**src/rtl/cpc_rombank_ctrl.sv**
```systemverilog
// CPC upper-ROM bank decoder with a keyed write-unlock FSM for EEPROM programming.
// Latency: select write -> hit/idx visible two edges later; chip strobes are combinational; no backpressure.
module cpc_rombank_ctrl #(
    parameter int         NUM_CHIPS = 3,
    parameter logic [7:0] CTRL_PORT = 8'hFE,
    parameter int         TIMEOUT_W = 20
) (
    input  logic                 CLK,
    input  logic                 RESET_B,
    input  logic [7:0]           A,
    input  logic [7:0]           D,
    input  logic                 IOREQ_B,
    input  logic                 MREQ_B,
    input  logic                 WR_B,
    input  logic                 RD_B,
    input  logic                 ROMEN_B,
    input  logic [7:0]           dip,
    output logic [NUM_CHIPS-1:0] romcs_b,
    output logic                 romoe_b,
    output logic                 roma14,
    output logic                 romdis,
    output logic                 rom_we_b,
    output logic                 unlocked
);

    typedef enum logic [1:0] {LOCKED, KEY1, KEY2, UNLOCKED} state_t;

    localparam logic [7:0]           SLOTS   = 8'(2 * NUM_CHIPS);
    localparam logic [TIMEOUT_W-1:0] CNT_ONE = {{(TIMEOUT_W-1){1'b0}}, 1'b1};

    logic [7:0] dip_m, dip_s;
    logic       io_wr, io_wr_q, wr_evt, sel_evt, ctrl_evt;
    logic [7:0] romsel, base, rel, idx;
    logic       hit;
    logic       upper_rd, mem_wr, we_act;
    logic [2:0] chip;

    state_t               state, state_d;
    logic [TIMEOUT_W-1:0] cnt;
    logic                 pend, pend_d, we_q, tmo;

    always_ff @(posedge CLK or negedge RESET_B) begin
        if (!RESET_B) begin
            dip_m <= 8'h00;
            dip_s <= 8'h00;
        end else begin
            dip_m <= dip;
            dip_s <= dip_m;
        end
    end

    // One event per I/O cycle no matter how many clocks the strobes stay low.
    assign io_wr    = !IOREQ_B && !WR_B;
    assign wr_evt   = io_wr && !io_wr_q;
    assign sel_evt  = wr_evt && !A[5];
    assign ctrl_evt = wr_evt && (A == CTRL_PORT);

    assign base = {4'h0, dip_s[3:0]};
    assign rel  = romsel - base;

    always_ff @(posedge CLK or negedge RESET_B) begin
        if (!RESET_B) begin
            io_wr_q <= 1'b0;
            romsel  <= 8'h00;
            hit     <= 1'b0;
            idx     <= 8'h00;
        end else begin
            io_wr_q <= io_wr;
            if (sel_evt)
                romsel <= D;
            hit <= dip_s[4] && (romsel >= base) && (rel < SLOTS);
            idx <= rel;
        end
    end

    assign upper_rd = !ROMEN_B && (A[7:6] == 2'b11);
    assign mem_wr   = !MREQ_B && !WR_B && (A[7:6] == 2'b11);
    assign we_act   = (state == UNLOCKED) && hit && mem_wr;

    assign romdis   = hit && upper_rd;
    assign romoe_b  = !romdis;
    assign roma14   = idx[0];
    assign rom_we_b = !we_act;
    assign unlocked = (state == UNLOCKED);
    assign chip     = idx[3:1];

    for (genvar i = 0; i < NUM_CHIPS; i++) begin : g_cs
        assign romcs_b[i] = !((romdis || we_act) && (chip == 3'(i)));
    end

    assign tmo = &cnt;

    // Leaving UNLOCKED is held off (pend) until the current EEPROM write strobe ends.
    always_comb begin
        state_d = state;
        pend_d  = 1'b0;
        case (state)
            LOCKED: begin
                if (ctrl_evt && D == 8'hA5)
                    state_d = KEY1;
            end
            KEY1: begin
                if (ctrl_evt) begin
                    if (D == 8'h5A)      state_d = KEY2;
                    else if (D == 8'hA5) state_d = KEY1;
                    else                 state_d = LOCKED;
                end
            end
            KEY2: begin
                if (ctrl_evt) begin
                    if (D == 8'hC3)      state_d = UNLOCKED;
                    else if (D == 8'hA5) state_d = KEY1;
                    else                 state_d = LOCKED;
                end
            end
            UNLOCKED: begin
                if (ctrl_evt || tmo || pend) begin
                    if (rom_we_b) state_d = LOCKED;
                    else          pend_d  = 1'b1;
                end
            end
            default: state_d = LOCKED;
        endcase
    end

    always_ff @(posedge CLK or negedge RESET_B) begin
        if (!RESET_B) begin
            state <= LOCKED;
            pend  <= 1'b0;
            we_q  <= 1'b1;
            cnt   <= '0;
        end else begin
            state <= state_d;
            pend  <= pend_d;
            we_q  <= rom_we_b;
            if (state != UNLOCKED || (we_q && !rom_we_b))
                cnt <= '0;
            else
                cnt <= cnt + CNT_ONE;
        end
    end

    logic unused_bits;
    assign unused_bits = ^{RD_B, dip_s[7:5], idx[7:4]};

endmodule

```
**config.mk**
```make
export PLATFORM = sky130hd
export DESIGN_NAME = cpc_rombank_ctrl
export DESIGN_NICKNAME = d
export VERILOG_FILES = /design/src/rtl/cpc_rombank_ctrl.sv
export SDC_FILE = /design/constraint.sdc
export NUM_CORES = 1
export LEC_CHECK = 0
export ABC_CLOCK_PERIOD_IN_PS = 5750
export CORE_MARGIN = 2
export CORE_UTILIZATION = 45
export CTS_CLUSTER_SIZE = 30
export DETAILED_ROUTE_END_ITERATION = 10
export GPL_TIMING_DRIVEN = 0
export MAX_ROUTING_LAYER = met4
export PLACE_DENSITY = 0.7
export SYNTH_ARGS = -nofsm -noshare
export SYNTH_HDL_FRONTEND = slang
export SYNTH_SLANG_ARGS = --single-unit
```
**constraint.sdc**
```tcl
create_clock -name CLK -period 5.75 [get_ports CLK]
set_input_delay 1.15 -clock CLK [delete_from_list [all_inputs] [get_ports CLK]]
set_output_delay 1.15 -clock CLK [all_outputs]
set_load 0.02 [all_outputs]
```
* Yosys cells after proc, flatten, opt, wreduce, memory -nomap -nowiden *
Cells that the tools add are included.

storage, ports and cells
  output and inout bits = 8
  logic and storage cells = 79
  input bits = 31
  bits in registers = 48

operators by class
  add/subtract/negate cells = 2
  eq/ne operators = 16
  multiplexer cells = 13
  $lt $le $gt $ge = 2
  reductions and logical operators = 36

operators with widths
  kind                                                         number
  == test 8 bit (second input constant)                        3
  adder 20 x 1 -> 20 bit (second input constant)               1
  two-way mux 20 bit                                           1
  AND reduction 20 bit                                         1
  logical AND 1 bit                                            17
  two-way mux 2 bit                                            7
  logical NOT 1 bit                                            11
  inequality test 2 bit (second input constant)                5
  == test 8 x 7 -> 1 bit (second input constant)               1
  >= comparator 8 x 4 -> 1 bit                                 1
  less-than comparator 8 x 3 -> 1 bit (second input constant)  1
  case mux 2 bit (4 select lines)                              1
  subtractor 8 x 4 -> 8 bit                                    1
  == test 2 bit (second input constant)                        3
  AND reduction 5 bit                                          1
  logical OR 1 bit                                             4
  two-way mux 1 bit                                            4
  == test 3 x 1 -> 1 bit (second input constant)               1
  == test 3 x 2 -> 1 bit (second input constant)               1
  logical NOT 3 bit                                            1
  == test 2 x 1 -> 1 bit (second input constant)               1
  logical NOT 2 bit                                            1
  inequality test 2 x 1 -> 1 bit (second input constant)       1

* Logic depth before layout (Yosys ltp) *
  depth after elaboration = 8
  gate-level depth with buffers = 8
  mapped depth without buffers = 8

* Worst setup path after synthesis *
Ideal clock, no wire load.

  path type = input-to-output
  start point = input port MREQ_B
  end point = output port romcs_b[1]
  arrival = 2.057 ns
  required time = 4.600 ns
  stages = 3
  slack = 2.543 ns
  path through = or3_1 -> a211oi_1 -> nand3b_1

on the way
  word-level cells in the longest chain between the ends = 7

ends and longest elaborated chain
  element                          RTL line  source
  start, declared                  13        input logic MREQ_B,
  logical NOT 1 bit                77        assign mem_wr = !MREQ_B && !WR_B && (A[7:6] == 2'b11);
  logical AND 1 bit (2 in series)  77
  logical AND 1 bit                78        assign we_act = (state == UNLOCKED) && hit && mem_wr;
  logical OR 1 bit                 88        assign romcs_b[i] = !((romdis || we_act) && (chip == 3'(i)));
  logical AND 1 bit                88
  logical NOT 1 bit                88
  end, declared                    18        output logic [NUM_CHIPS-1:0] romcs_b,

Every way passes these cells.

* Worst setup path after layout *
  start point = input port WR_B
  end point = output port rom_we_b

on the way
  word-level cells in the longest chain between the ends = 5

ends and longest elaborated chain
  element                          RTL line  source
  start, declared                  14        input logic WR_B,
  logical NOT 1 bit                77
  logical AND 1 bit (2 in series)  77
  logical AND 1 bit                78
  logical NOT 1 bit                83        assign rom_we_b = !we_act;
  end, declared                    22        output logic rom_we_b,

Every way passes these cells.

==> metrics <==
outcome=finished, final reports clean; Clock Path Buffers=2; Final HPWL DP=3110 um; critical-path cell list=clkdlybuf4s50_1, or3_1, nor2_2, inv_1, clkdlybuf4s50_1; register area=1200 um^2; Vias per Instance=4.92; number of synthesis warnings=0; power per standard cell area=255 nW/um^2; number of enable-type register cells in the synthesized netlist=0; type of the setup path with the least slack=primary input to output port; post-synthesis area per instance=11.0 um^2; path category of the worst min-delay check=flip-flop to flip-flop; Required @ worst endpoint=4.60 ns; count of distinct cell types in the synthesized netlist=42; antenna violations before repair=0; number of register bits inferred by synthesis=48; die width=74.5 um; top routing layer in use=met4; postcts setup bufs=0; via count=1546; FFs w/ async S/R, synth=100%; number of detailed-route iterations in the first pass=4; final weighted congestion in routability-driven placement=0.751; clock latency on the worst-skew pair=0.30 ns; CTS tree=built; Crit path arrival time=2.94 ns; number of nets produced by synthesis=241; Critical Path Slowest Stage Cell=sky130_fd_sc_hd__clkdlybuf4s50_1; vertical extent of the die=74.5 um; met3 wire len=217 um; Routed WL per cell=13.0 um; area of combinational cells with multiple inputs=951 um^2; cell types occupying the most area after synthesis=sky130_fd_sc_hd__dfrtp_1, sky130_fd_sc_hd__nor2_1, sky130_fd_sc_hd__xor2_1, sky130_fd_sc_hd__xnor2_1, sky130_fd_sc_hd__inv_1; Main synth FF type=sky130_fd_sc_hd__dfrtp_1; Top Ports=39; total leakage power=1.17 nW; slew of the pin with the lowest slew margin=0.556 ns; vias in the first global route=1552; instance count of the mapped netlist=204; share of the yosys chip area belonging to registers=53.7%; cell family with most CP delay=buffers and inverters; dpl ws=1.65 ns; Setup Viol. Count Final=0; headroom to the max-slew limit=62.9%; number of antenna diodes=0; total standard cell area after synthesis=2240 um^2; final setup skew=0.00712 ns; total clock buffers created by CTS=5; setup total negative slack=0 ns; RSZ-0062 raised after global routing=false; peak supply drop=0.157 mV; antenna-violating nets left=0; count of port buffers added during placement=34; cell taking the most area after synthesis=sky130_fd_sc_hd__dfrtp_1; buffering stage count on the worst path with inverters included=3; nature of the critical path startpoint=primary input; final cycle utilization of the critical path=71.1%; Total GRT Usage=16.9%; least setup slack across all paths after layout=1.66 ns; most used cells in the layout excluding fill and tap cells=sky130_fd_sc_hd__dfrtp_1, sky130_fd_sc_hd__clkdlybuf4s50_1, sky130_fd_sc_hd__nor2_1; hold buffers post-CTS=0; final wirelength=4070 um; CTS sink count=48; synthesis-to-finish area growth=24.6%; pin count of the biggest net entering global routing=26; wire length of the first global-routing pass=6930 um; number of hold violations in the final report=0; achievable clock frequency=245 MHz; Critical Path Max Stage Delay=0.57 ns; Final min period=4.09 ns; post-route DRC violation count=0; post-CTS resize count=0; core region area=4750 um^2; area of placed instances=2680 um^2; kind of capture point of the worst setup path=output port; Clock Root Buffer=sky130_fd_sc_hd__clkbuf_8; cell mode on critical path=sky130_fd_sc_hd__clkdlybuf4s50_1; filler instances=419; layout cell share with drive strength beyond 1=10.9%; commonest non-fill, non-tap cell in the layout=sky130_fd_sc_hd__dfrtp_1; Site Rows=25; Nets=283; H-tree depth=2; effective utilization at floorplan=47.1%; Pins Over Slew Limit=0; wire length on met1=1960 um; max-capacitance violation count=0; fraction of synthesized cell area taken by the top area cell type=52.6%; sum of overflow across all layers after global routing=0; hold slack final=0.356 ns; Final Cell Area=2790 um^2; clock transition at the register clock pins on the worst setup and hold paths after CTS=0.09 ns; biggest fanout along the worst timing path=5; DR WL met2=1870 um; number of design-rule violations left by the first detailed-router iteration=58; die outline area=5550 um^2
==> stage by stage <==
step                utilization (%)  total power, W  instances
floorplan                         -        0.000435        204
global placement               56.0        0.000475        305
detailed placement             56.3        0.000481        306
CTS                            58.6        0.000723        314
global route                   58.6        0.000749        314
finish                         58.6        0.000711        314
==> metal layers <==
layer	vias to the layer above	GRT usage, %
met5	-	-
met4	0	4.76
met3	2	3.39
met2	33	26.2
met1	733	22.8
li1	778	-
==> sequential cells by signal, indices dropped and copies added, names as in the netlist <==
register / count
we_q: 1
cnt: 20
idx: 4
io_wr_q: 1
dip_s: 5
hit: 1
romsel: 8
state: 2
dip_m: 5
pend: 1
==> Yosys cell counts (2+ instances only) <==
cell type                  instances
sky130_fd_sc_hd__mux2_2            5
sky130_fd_sc_hd__buf_4             2
sky130_fd_sc_hd__or3_1             2
sky130_fd_sc_hd__nor2_1           30
sky130_fd_sc_hd__xnor2_1           9
sky130_fd_sc_hd__nand4_1           3
sky130_fd_sc_hd__a31oi_1           3
sky130_fd_sc_hd__nor3_1            3
sky130_fd_sc_hd__o21ai_0           4
sky130_fd_sc_hd__dfrtp_1          47
sky130_fd_sc_hd__nor4_4            2
sky130_fd_sc_hd__a211oi_1          2
sky130_fd_sc_hd__nand2_1          13
sky130_fd_sc_hd__xor2_1           11
sky130_fd_sc_hd__a21o_1            2
sky130_fd_sc_hd__nor4bb_1          3
sky130_fd_sc_hd__and4_1            3
sky130_fd_sc_hd__ha_1              5
sky130_fd_sc_hd__or4bb_1           2
sky130_fd_sc_hd__a21oi_1           4
sky130_fd_sc_hd__inv_1            17
sky130_fd_sc_hd__nor3b_1           2
sky130_fd_sc_hd__o211ai_1          2
sky130_fd_sc_hd__nand3_1          10
==> logic make-up after synthesis <==
group           synth area share [%]
mux                             2.52
buf+inv                         3.75
fa+ha+maj                       3.69
simple gates                    21.8
xor+xnor                        7.83
flops                           53.7
compound gates                  6.66
==> power breakdown <==
| part | switching, W | internal (W) | total [W] | leakage, nW |
|---|---|---|---|---|
| sequential | 0.0000129 | 0.000364 | 0.000377 | 0.618 |
| combinational | 0.0000437 | 0.0000510 | 0.0000947 | 0.499 |
| clock | 0.000111 | 0.000129 | 0.000239 | 0.0541 |
==> path summary, 6_finish.rpt <==
check                                    from                  to  slack [ns]  cells after the start
min in group asynchronous             RESET_B    cnt[2]$_DFF_PN0_        0.83                      1
min reg2reg                dip_m[4]$_DFF_PN0_  dip_s[4]$_DFF_PN0_        0.36                      0
max                                      WR_B            rom_we_b        1.66                      5
min                        dip_m[4]$_DFF_PN0_  dip_s[4]$_DFF_PN0_        0.36                      0
max reg2reg                dip_s[0]$_DFF_PN0_       hit$_DFF_PN0_        3.69                      7
max in group asynchronous             RESET_B  dip_s[2]$_DFF_PN0_        4.39                      2
==> cell type report <==
type | count | area share, %
sequential | 48 | 43.1
multi-input combinational | 136 | 34.1
timing repair buffer | 35 | 12.7
tap | 67 | 3.01
clock buffer | 5 | 2.47
inverter | 17 | 2.29
clock inverter | 3 | 1.53
buffer | 3 | 0.718
==> worst reg2reg max path, delay by kind of cell (launching register included) <==
family                   cells  cell delay [ns]
AO/OA/AOI/OAI                4             0.85
adder cells (fa/ha/maj)      2             0.64
buffers and inverters        1             0.07
flip-flops                   1             0.38
Power figures use the tool's default switching activity.
